[config.mk]
export PLATFORM = sky130hd
export DESIGN_NAME = fetch_ctrl_flat
export DESIGN_NICKNAME = d
export VERILOG_FILES = /design/src/rtl/fetch_ctrl_if.sv /design/src/rtl/fetch_ctrl.sv /design/src/flat_wrapper.sv
export SDC_FILE = /design/constraint.sdc
export NUM_CORES = 1
export LEC_CHECK = 0
export ABC_AREA = 1
export BUFFER_PORTS_ARGS = -buffer_cell sky130_fd_sc_hd__buf_2
export CAP_MARGIN = 5
export CORE_MARGIN = 2
export CORE_UTILIZATION = 59
export DETAILED_ROUTE_END_ITERATION = 8
export PLACE_DENSITY_LB_ADDON = 0.08
export SKIP_CTS_REPAIR_TIMING = 1
export SYNTH_ARGS = -nofsm -noshare
export SYNTH_HDL_FRONTEND = slang
export SYNTH_SLANG_ARGS = --single-unit
[constraint.sdc]
create_clock -name clk -period 3.6 [get_ports clk]
set_clock_uncertainty 0.05 [all_clocks]
set_input_delay 0.72 -clock clk [delete_from_list [all_inputs] [get_ports clk]]
set_output_delay 0.72 -clock clk [all_outputs]
set_load 0.005 [all_outputs]
[src/rtl/fetch_ctrl_if.sv]
// Fetch-controller bus bundle: RAM read handshake, IR load strobe,
// decode valid/ready pair and branch redirect.
//   master (fetch_ctrl): drives mem_req, mem_addr, ir_en, instr_valid
//   slave  (memory/IR/decode/branch side): drives mem_ack, instr_ready,
//          redirect, redirect_pc
interface fetch_ctrl_if #(
   parameter int unsigned ADDR_W = 32
);
   logic              mem_req;
   logic [ADDR_W-1:0] mem_addr;
   logic              mem_ack;
   logic              ir_en;
   logic              instr_valid;
   logic              instr_ready;
   logic              redirect;
   logic [ADDR_W-1:0] redirect_pc;

   modport master (
      output mem_req, mem_addr, ir_en, instr_valid,
      input  mem_ack, instr_ready, redirect, redirect_pc
   );

   modport slave (
      input  mem_req, mem_addr, ir_en, instr_valid,
      output mem_ack, instr_ready, redirect, redirect_pc
   );
endinterface

[src/rtl/fetch_ctrl.sv]
// Instruction fetch sequencer for the multicycle CPU. Holds the PC, issues
// word reads with req/ack, pulses the IR load enable on returning data and
// offers the latched instruction to decode with valid/ready. Handles branch
// redirects (including ones arriving mid-request) and a bus timeout.
// Ports:
//   clk, rst  clock (rising edge), asynchronous active-high reset
//   start     begin fetching from IDLE / retry from FAULT
//   halt      return to IDLE once the current instruction is handed off
//   bus       fetch_ctrl_if.master (memory, IR, decode, redirect signals)
//   pc        address of the next instruction to fetch
//   busy      controller not idle
//   fault     bus timeout occurred; cleared by start
module fetch_ctrl #(
   parameter int unsigned ADDR_W   = 32,
   parameter int unsigned RESET_PC = 0,
   parameter int unsigned TIMEOUT  = 255
) (
   input  logic              clk,
   input  logic              rst,
   input  logic              start,
   input  logic              halt,
   fetch_ctrl_if.master      bus,
   output logic [ADDR_W-1:0] pc,
   output logic              busy,
   output logic              fault
);

   localparam int unsigned CNT_W = (TIMEOUT > 1) ? $clog2(TIMEOUT) : 1;

   typedef enum logic [1:0] {
      S_IDLE,
      S_FETCH,
      S_ISSUE,
      S_FAULT
   } state_t;

   state_t             state, state_nxt;
   logic [ADDR_W-1:0]  pc_nxt;
   logic [ADDR_W-1:0]  target, target_nxt;
   logic               discard, discard_nxt;
   logic [CNT_W-1:0]   cnt, cnt_nxt;
   logic               ir_en_c;
   logic [ADDR_W-1:0]  redir_pc_c;

   // Redirect targets are always word aligned
   assign redir_pc_c = {bus.redirect_pc[ADDR_W-1:2], 2'b00};

   // State and datapath registers
   always_ff @(posedge clk or posedge rst) begin
      if (rst) begin
         state   <= S_IDLE;
         pc      <= ADDR_W'(RESET_PC);
         target  <= '0;
         discard <= 1'b0;
         cnt     <= '0;
      end else begin
         state   <= state_nxt;
         pc      <= pc_nxt;
         target  <= target_nxt;
         discard <= discard_nxt;
         cnt     <= cnt_nxt;
      end
   end

   // Next-state, datapath updates and IR load strobe
   always_comb begin
      state_nxt   = state;
      pc_nxt      = pc;
      target_nxt  = target;
      discard_nxt = discard;
      cnt_nxt     = '0;
      ir_en_c     = 1'b0;
      case (state)
         S_IDLE: begin
            if (bus.redirect) pc_nxt = redir_pc_c;
            if (start && !halt) state_nxt = S_FETCH;
         end
         S_FETCH: begin
            if (bus.mem_ack) begin
               if (discard || bus.redirect) begin
                  // Returning data belongs to the abandoned path; refetch
                  pc_nxt      = bus.redirect ? redir_pc_c : target;
                  discard_nxt = 1'b0;
               end else begin
                  ir_en_c   = 1'b1;
                  pc_nxt    = pc + ADDR_W'(4);
                  state_nxt = S_ISSUE;
               end
            end else begin
               // mem_addr must stay put until ack, so park the target
               if (bus.redirect) begin
                  discard_nxt = 1'b1;
                  target_nxt  = redir_pc_c;
               end
               if ((TIMEOUT != 0) && (cnt == CNT_W'(TIMEOUT - 1))) begin
                  state_nxt   = S_FAULT;
                  discard_nxt = 1'b0;
               end else begin
                  cnt_nxt = cnt + CNT_W'(1);
               end
            end
         end
         S_ISSUE: begin
            if (bus.redirect) begin
               pc_nxt    = redir_pc_c;
               state_nxt = S_FETCH;
            end else if (bus.instr_ready) begin
               state_nxt = halt ? S_IDLE : S_FETCH;
            end
         end
         S_FAULT: begin
            if (start) state_nxt = S_FETCH;
         end
         default: state_nxt = S_IDLE;
      endcase
   end

   // Outputs decode straight from the state register so reset clears them at once
   assign bus.mem_req     = (state == S_FETCH);
   assign bus.mem_addr    = pc;
   assign bus.ir_en       = ir_en_c;
   assign bus.instr_valid = (state == S_ISSUE);
   assign busy            = (state != S_IDLE);
   assign fault           = (state == S_FAULT);

endmodule

[src/flat_wrapper.sv]
// flat-port wrapper written by rule: the top's interface ports become plain ports
module fetch_ctrl_flat 
#(
   parameter int unsigned ADDR_W   = 32,
   parameter int unsigned RESET_PC = 0,
   parameter int unsigned TIMEOUT  = 255
)
  (clk, rst, start, halt, pc, busy, fault, bus_mem_req, bus_mem_addr, bus_ir_en, bus_instr_valid, bus_mem_ack, bus_instr_ready, bus_redirect, bus_redirect_pc);
  fetch_ctrl_if #(.ADDR_W(ADDR_W)) bus_i ();
  input  logic clk;
  input  logic rst;
  input  logic start;
  input  logic halt;
  output logic [ADDR_W-1:0] pc;
  output logic busy;
  output logic fault;
  output wire logic [$bits(bus_i.mem_req)-1:0] bus_mem_req;
  output wire logic [$bits(bus_i.mem_addr)-1:0] bus_mem_addr;
  output wire logic [$bits(bus_i.ir_en)-1:0] bus_ir_en;
  output wire logic [$bits(bus_i.instr_valid)-1:0] bus_instr_valid;
  input wire logic [$bits(bus_i.mem_ack)-1:0] bus_mem_ack;
  input wire logic [$bits(bus_i.instr_ready)-1:0] bus_instr_ready;
  input wire logic [$bits(bus_i.redirect)-1:0] bus_redirect;
  input wire logic [$bits(bus_i.redirect_pc)-1:0] bus_redirect_pc;
  assign bus_mem_req = bus_i.mem_req;
  assign bus_mem_addr = bus_i.mem_addr;
  assign bus_ir_en = bus_i.ir_en;
  assign bus_instr_valid = bus_i.instr_valid;
  assign bus_i.mem_ack = bus_mem_ack;
  assign bus_i.instr_ready = bus_instr_ready;
  assign bus_i.redirect = bus_redirect;
  assign bus_i.redirect_pc = bus_redirect_pc;
  fetch_ctrl #(.ADDR_W(ADDR_W), .RESET_PC(RESET_PC), .TIMEOUT(TIMEOUT)) u_core (.clk(clk), .rst(rst), .start(start), .halt(halt), .bus(bus_i), .pc(pc), .busy(busy), .fault(fault));
endmodule
Word level (Yosys, flattened, before mapping) --
Cells that the tools add are included.
Storage, ports and cells: bits in registers 75, latch bits 0, RAM bits 0, bits in read-only memories 0, output and inout bits 69, logic and storage cells 56, memories 0
Cells by class: $add $sub $neg 2, multipliers 0, divide/modulo/power cells 0, order comparisons 0, equal/unequal tests 12, shift operators 0, multiplexer cells 24, bitwise logic cells 1, reductions and logical operators 12
Operators with widths (number):
- $mux 32 | 4
- $pmux 32 s2 | 1
- $add 32x3->32 const B | 1
- $mux 8 | 3
- $mux 2 | 7
- $add 8x1->8 const B | 1
- $eq 8x8->1 const B | 1
- $mux 1 | 8
- $ne 2x1->1 const B | 4
- $pmux 2 s4 | 1
- $ne 3x1->1 const B | 2
- $reduce_and 3->1 | 2
- $reduce_and 5->1 | 1
- $eq 2x2->1 const B | 2
- $reduce_bool 2->1 | 2
- $ne 3x3->1 const B | 1
- $reduce_bool 3->1 | 1
- $eq 2x1->1 const B | 1
- $logic_not 2->1 | 1
- $ne 2x2->1 const B | 1
- $reduce_and 2->1 | 1
- $reduce_or 2->1 | 1
- $logic_and 1x1->1 | 1
- $logic_not 1->1 | 1
- other kinds (2) | 2

Logic depth before layout (Yosys ltp) --
depth in word-level cells 4, gate-level depth with buffers 11

Least setup slack after synthesis --
Ideal clock, no wire load.
path kind input -> output, from input bus_redirect, to output bus_ir_en, data arrival time 1.236 ns, data required time 2.830 ns, path slack 1.594 ns, stages 4, path buffers 1, path through nor2_1 -> buf_4 -> inv_2 -> nor3_1
On the way: word-level cells in the longest chain between the ends 4
Ends and longest elaborated chain:
- from (decl) | line flat_wrapper.sv:23 | input wire logic [$bits(bus_i.redirect)-1:0] bus_redirect;
- $logic_or 1x1->1 | line fetch_ctrl.sv:80 | if (discard || bus.redirect) begin
- $mux 1 | line fetch_ctrl.sv:80
- $mux 1 | line fetch_ctrl.sv:79 | if (bus.mem_ack) begin
- $mux 1 | line fetch_ctrl.sv:73 | case (state)
- to (decl) | line flat_wrapper.sv:19 | output wire logic [$bits(bus_i.ir_en)-1:0] bus_ir_en;
No other way between the ends.

Worst setup path after layout --
Same ends and word-level chain as after synthesis.

==> impl_metrics.py <==
metrics = {
    "clock_tree": {
        "cts_num_sinks": 75,
        "cts_root_buf": "clkbuf_8",
        "clk_latency_ps": 350,
        "cts_buffer_depth": 2,
        "clkSlewWorstSetupHoldPaths_ps": 70,
        "tritoncts": "yes",
        "h-tree-depth": 3,
        "cts_made_buffers": 9,
    },
    "worst_setup_path": {
        "cp-start-kind": "primary input",
        "reg2reg_from": "u_core.state[1]$_DFFE_PP0P_",
        "required_ps": 2830,
        "endpoint_kind": "primary output",
        "critPathArrivalTime_ps": 1810,
        "slowest_stage": "buf_2",
        "rr_worst_depth": 9,
        "setup.worst_path.class": "in2out",
        "crit_family": "buffers and inverters",
        "regToRegSetupSlack_ps": 1210,
        "critPathBufInv": 4,
        "path_max_fanout": 22,
        "cp-startpoint": "bus_redirect",
        "worst_r2r_endpoint": "u_core.bus.mem_addr[22]$_DFFE_PP0P_",
        "max_stage_delay_ps": 250,
        "crit_path_frequent_cell": "buf_2",
        "cp_cell_sequence": "buf_2, nor2_1, buf_4, inv_2, nor3_1, buf_2",
    },
    "global_route": {
        "grt_max_degree": 76,
        "track_usage": 0.279,
        "grt_pass1_wl_um": 19400,
        "grt_overflow": 0,
        "antenna_found_initial": 0,
        "grt_pass1_vias": 4038,
    },
    "finish": {
        "area_growth_pct": 10.9,
        "final_common_cell": "nand2_1",
        "drive_gt1_frac": 0.216,
        "final_cell_mix": "218 x nand2_1, 105 x buf_2, 75 x dfrtp_1",
        "fillers": 725,
        "num_antenna_cells": 0,
        "layout.nets": 782,
    },
    "sta": {
        "grt_setup_unrepaired": "false",
        "finalHoldViolations": 0,
        "drv_slew": 0,
        "period_needed_ps": 2580,
        "relSlewSlack": 0.363,
        "fmax_mhz": 388,
        "setup_violations": 0,
        "finalSetupTns_ps": 0,
        "min_period_over_period": 0.715,
        "tightest_slew_ps": 955,
    },
    "drt": {
        "num_vias": 4522,
        "viasPerCell": 5.36,
        "firstDrtPassIters": 5,
        "wl_per_cell_um": 14.1,
        "drt_wl_total_um": 11900,
        "ant_nets": 0,
        "drc_errors": 0,
        "drt_iter0_drc": 279,
    },
    "place": {
        "numPortBuffers": 105,
        "dp_hpwl_um": 8490,
        "gp_congestion": 0.890,
    },
    "worst_hold_path": {
        "hold_path_depth": 2,
        "min_path_type": "reg2reg",
        "hold_end": "u_core.target[13]$_DFFE_PP0P_",
        "hold_path_startpoint": "u_core.target[13]$_DFFE_PP0P_",
    },
    "pwr": {
        "powerDensity_nw_per_um2": 846,
        "ir_drop_v": 0.000425,
        "total_power_mw": 4.47,
        "leakagePower_nw": 2.74,
    },
    "floorplan": {
        "initial_core_util": 0.612,
        "core_sq_um": 7770,
        "die_area_sq_um": 8800,
        "ios": 108,
        "die_x_um": 93.8,
        "die_height_um": 93.8,
        "num_rows": 32,
    },
    "run": {
        "drv_cap": 0,
    },
    "outcome": {
        "status": "completed",
    },
    "synthesis": {
        "syn_inst": 667,
        "syn_avg_cell_area_sq_um": 7.13,
        "yosys_warnings": 0,
        "synth_area_sq_um": 4760,
        "yosysSeqAreaShare": 0.395,
        "ys_types": 34,
        "synthesis.nets": 713,
        "ys_ff_latch": 75,
    },
}
flip-flops by register name, indices dropped and copies added, names as in the netlist:
name	flops
u_core.bus.mem_addr	32
u_core.target	32
u_core.cnt	8
u_core.state	2
u_core.discard	1
synth_stat cells (all sizes together):
| cell | instances | area share |
|---|---|---|
| dfrtp | 75 | 0.39 |
| a31oi | 6 | 0.0079 |
| o21bai | 3 | 0.0047 |
| nand3 | 42 | 0.044 |
| nor4 | 1 | 0.0013 |
| a22oi | 8 | 0.013 |
| o21a | 1 | 0.0016 |
| clkbuf | 3 | 0.0024 |
| nor3b | 1 | 0.0026 |
| inv | 67 | 0.053 |
| nand4 | 1 | 0.0013 |
| nor3 | 4 | 0.0053 |
| xnor2 | 4 | 0.0074 |
| clkinv | 1 | 0.0018 |
| xor2 | 6 | 0.011 |
| nand2 | 227 | 0.18 |
| a211oi | 3 | 0.0047 |
| o22ai | 3 | 0.0039 |
| o211ai | 6 | 0.0095 |
| or2 | 1 | 0.0013 |
| o21ai | 35 | 0.037 |
| a22o | 1 | 0.0018 |
| buf | 48 | 0.069 |
| a21oi | 38 | 0.040 |
| nor2 | 73 | 0.076 |
| ha | 7 | 0.018 |
| and2 | 2 | 0.0026 |
stage by stage:
| stage | hold slack, ps | setup slack, ps | cell area, sq um | instances | util |
|---|---|---|---|---|---|
| 3_3_place_gp | 404 | 928 | 5100 | 827 | 0.656 |
| 4_1_cts | 427 | 1040 | 5280 | 843 | 0.679 |
| 6_report | 426 | 1020 | 5280 | 843 | 0.679 |
| 5_1_grt | 448 | 943 | 5280 | 843 | 0.679 |
| 2_1_floorplan | 392 | 920 | 4760 | 667 | - |
| 3_5_place_dp | 409 | 867 | 5100 | 827 | 0.656 |
worst max-delay path by stage:
stage,endpoint,slack (ps),cells after the start
floorplan,u_core.bus.mem_addr[0]$_DFFE_PP0P_,920,1
global placement,u_core.bus.mem_addr[12]$_DFFE_PP0P_,930,7
detailed placement,u_core.bus.mem_addr[12]$_DFFE_PP0P_,870,7
CTS,bus_ir_en,1040,6
global route,bus_ir_en,940,6
finish,bus_ir_en,1020,6
worst register-to-register path: stages, from the launching register on:
cell and delay [ps]:
dfrtp_1 420, inv_1 90, ha_1 230, nand2_2 240
nand2_2 210, nor2_4 220, buf_4 300, o21ai_0 140
a21oi_1 260, a21oi_1 110
cells by family after synthesis:
| group | share of synthesized area |
|---|---|
| compound gates | 0.124 |
| xor+xnor | 0.0184 |
| fa+ha+maj | 0.0184 |
| buf+inv | 0.127 |
| flops | 0.395 |
| simple gates | 0.319 |
final cells by class:
type / count / area (sq um) / area share
multi-input cells: 473 / 2280 / 0.432
flip-flops and latches: 75 / 1880 / 0.356
repair buffers: 109 / 556 / 0.105
inverters: 68 / 260 / 0.0493
clock buffers: 11 / 151 / 0.0287
well taps: 102 / 128 / 0.0242
clock inverters: 5 / 27.5 / 0.00522
power breakdown:
part,switching [mW],internal [mW],leakage (nW),total [mW]
clock network,0.314,0.283,0.0949,0.598
registers,0.436,1.22,0.926,1.65
logic,1.35,0.863,1.72,2.21
layer usage:
| metal | share of wire | GRT usage | vias to the layer above |
|---|---|---|---|
| met2 | 0.46 | 0.436 | 153 |
| met3 | 0.065 | 0.0457 | 10 |
| li1 | - | - | 2227 |
| met1 | 0.47 | 0.404 | 2132 |
| met5 | 0 | 0 | - |
| met4 | 0.010 | 0.0713 | 0 |
Note: power is estimated with default switching activity, not from simulation.
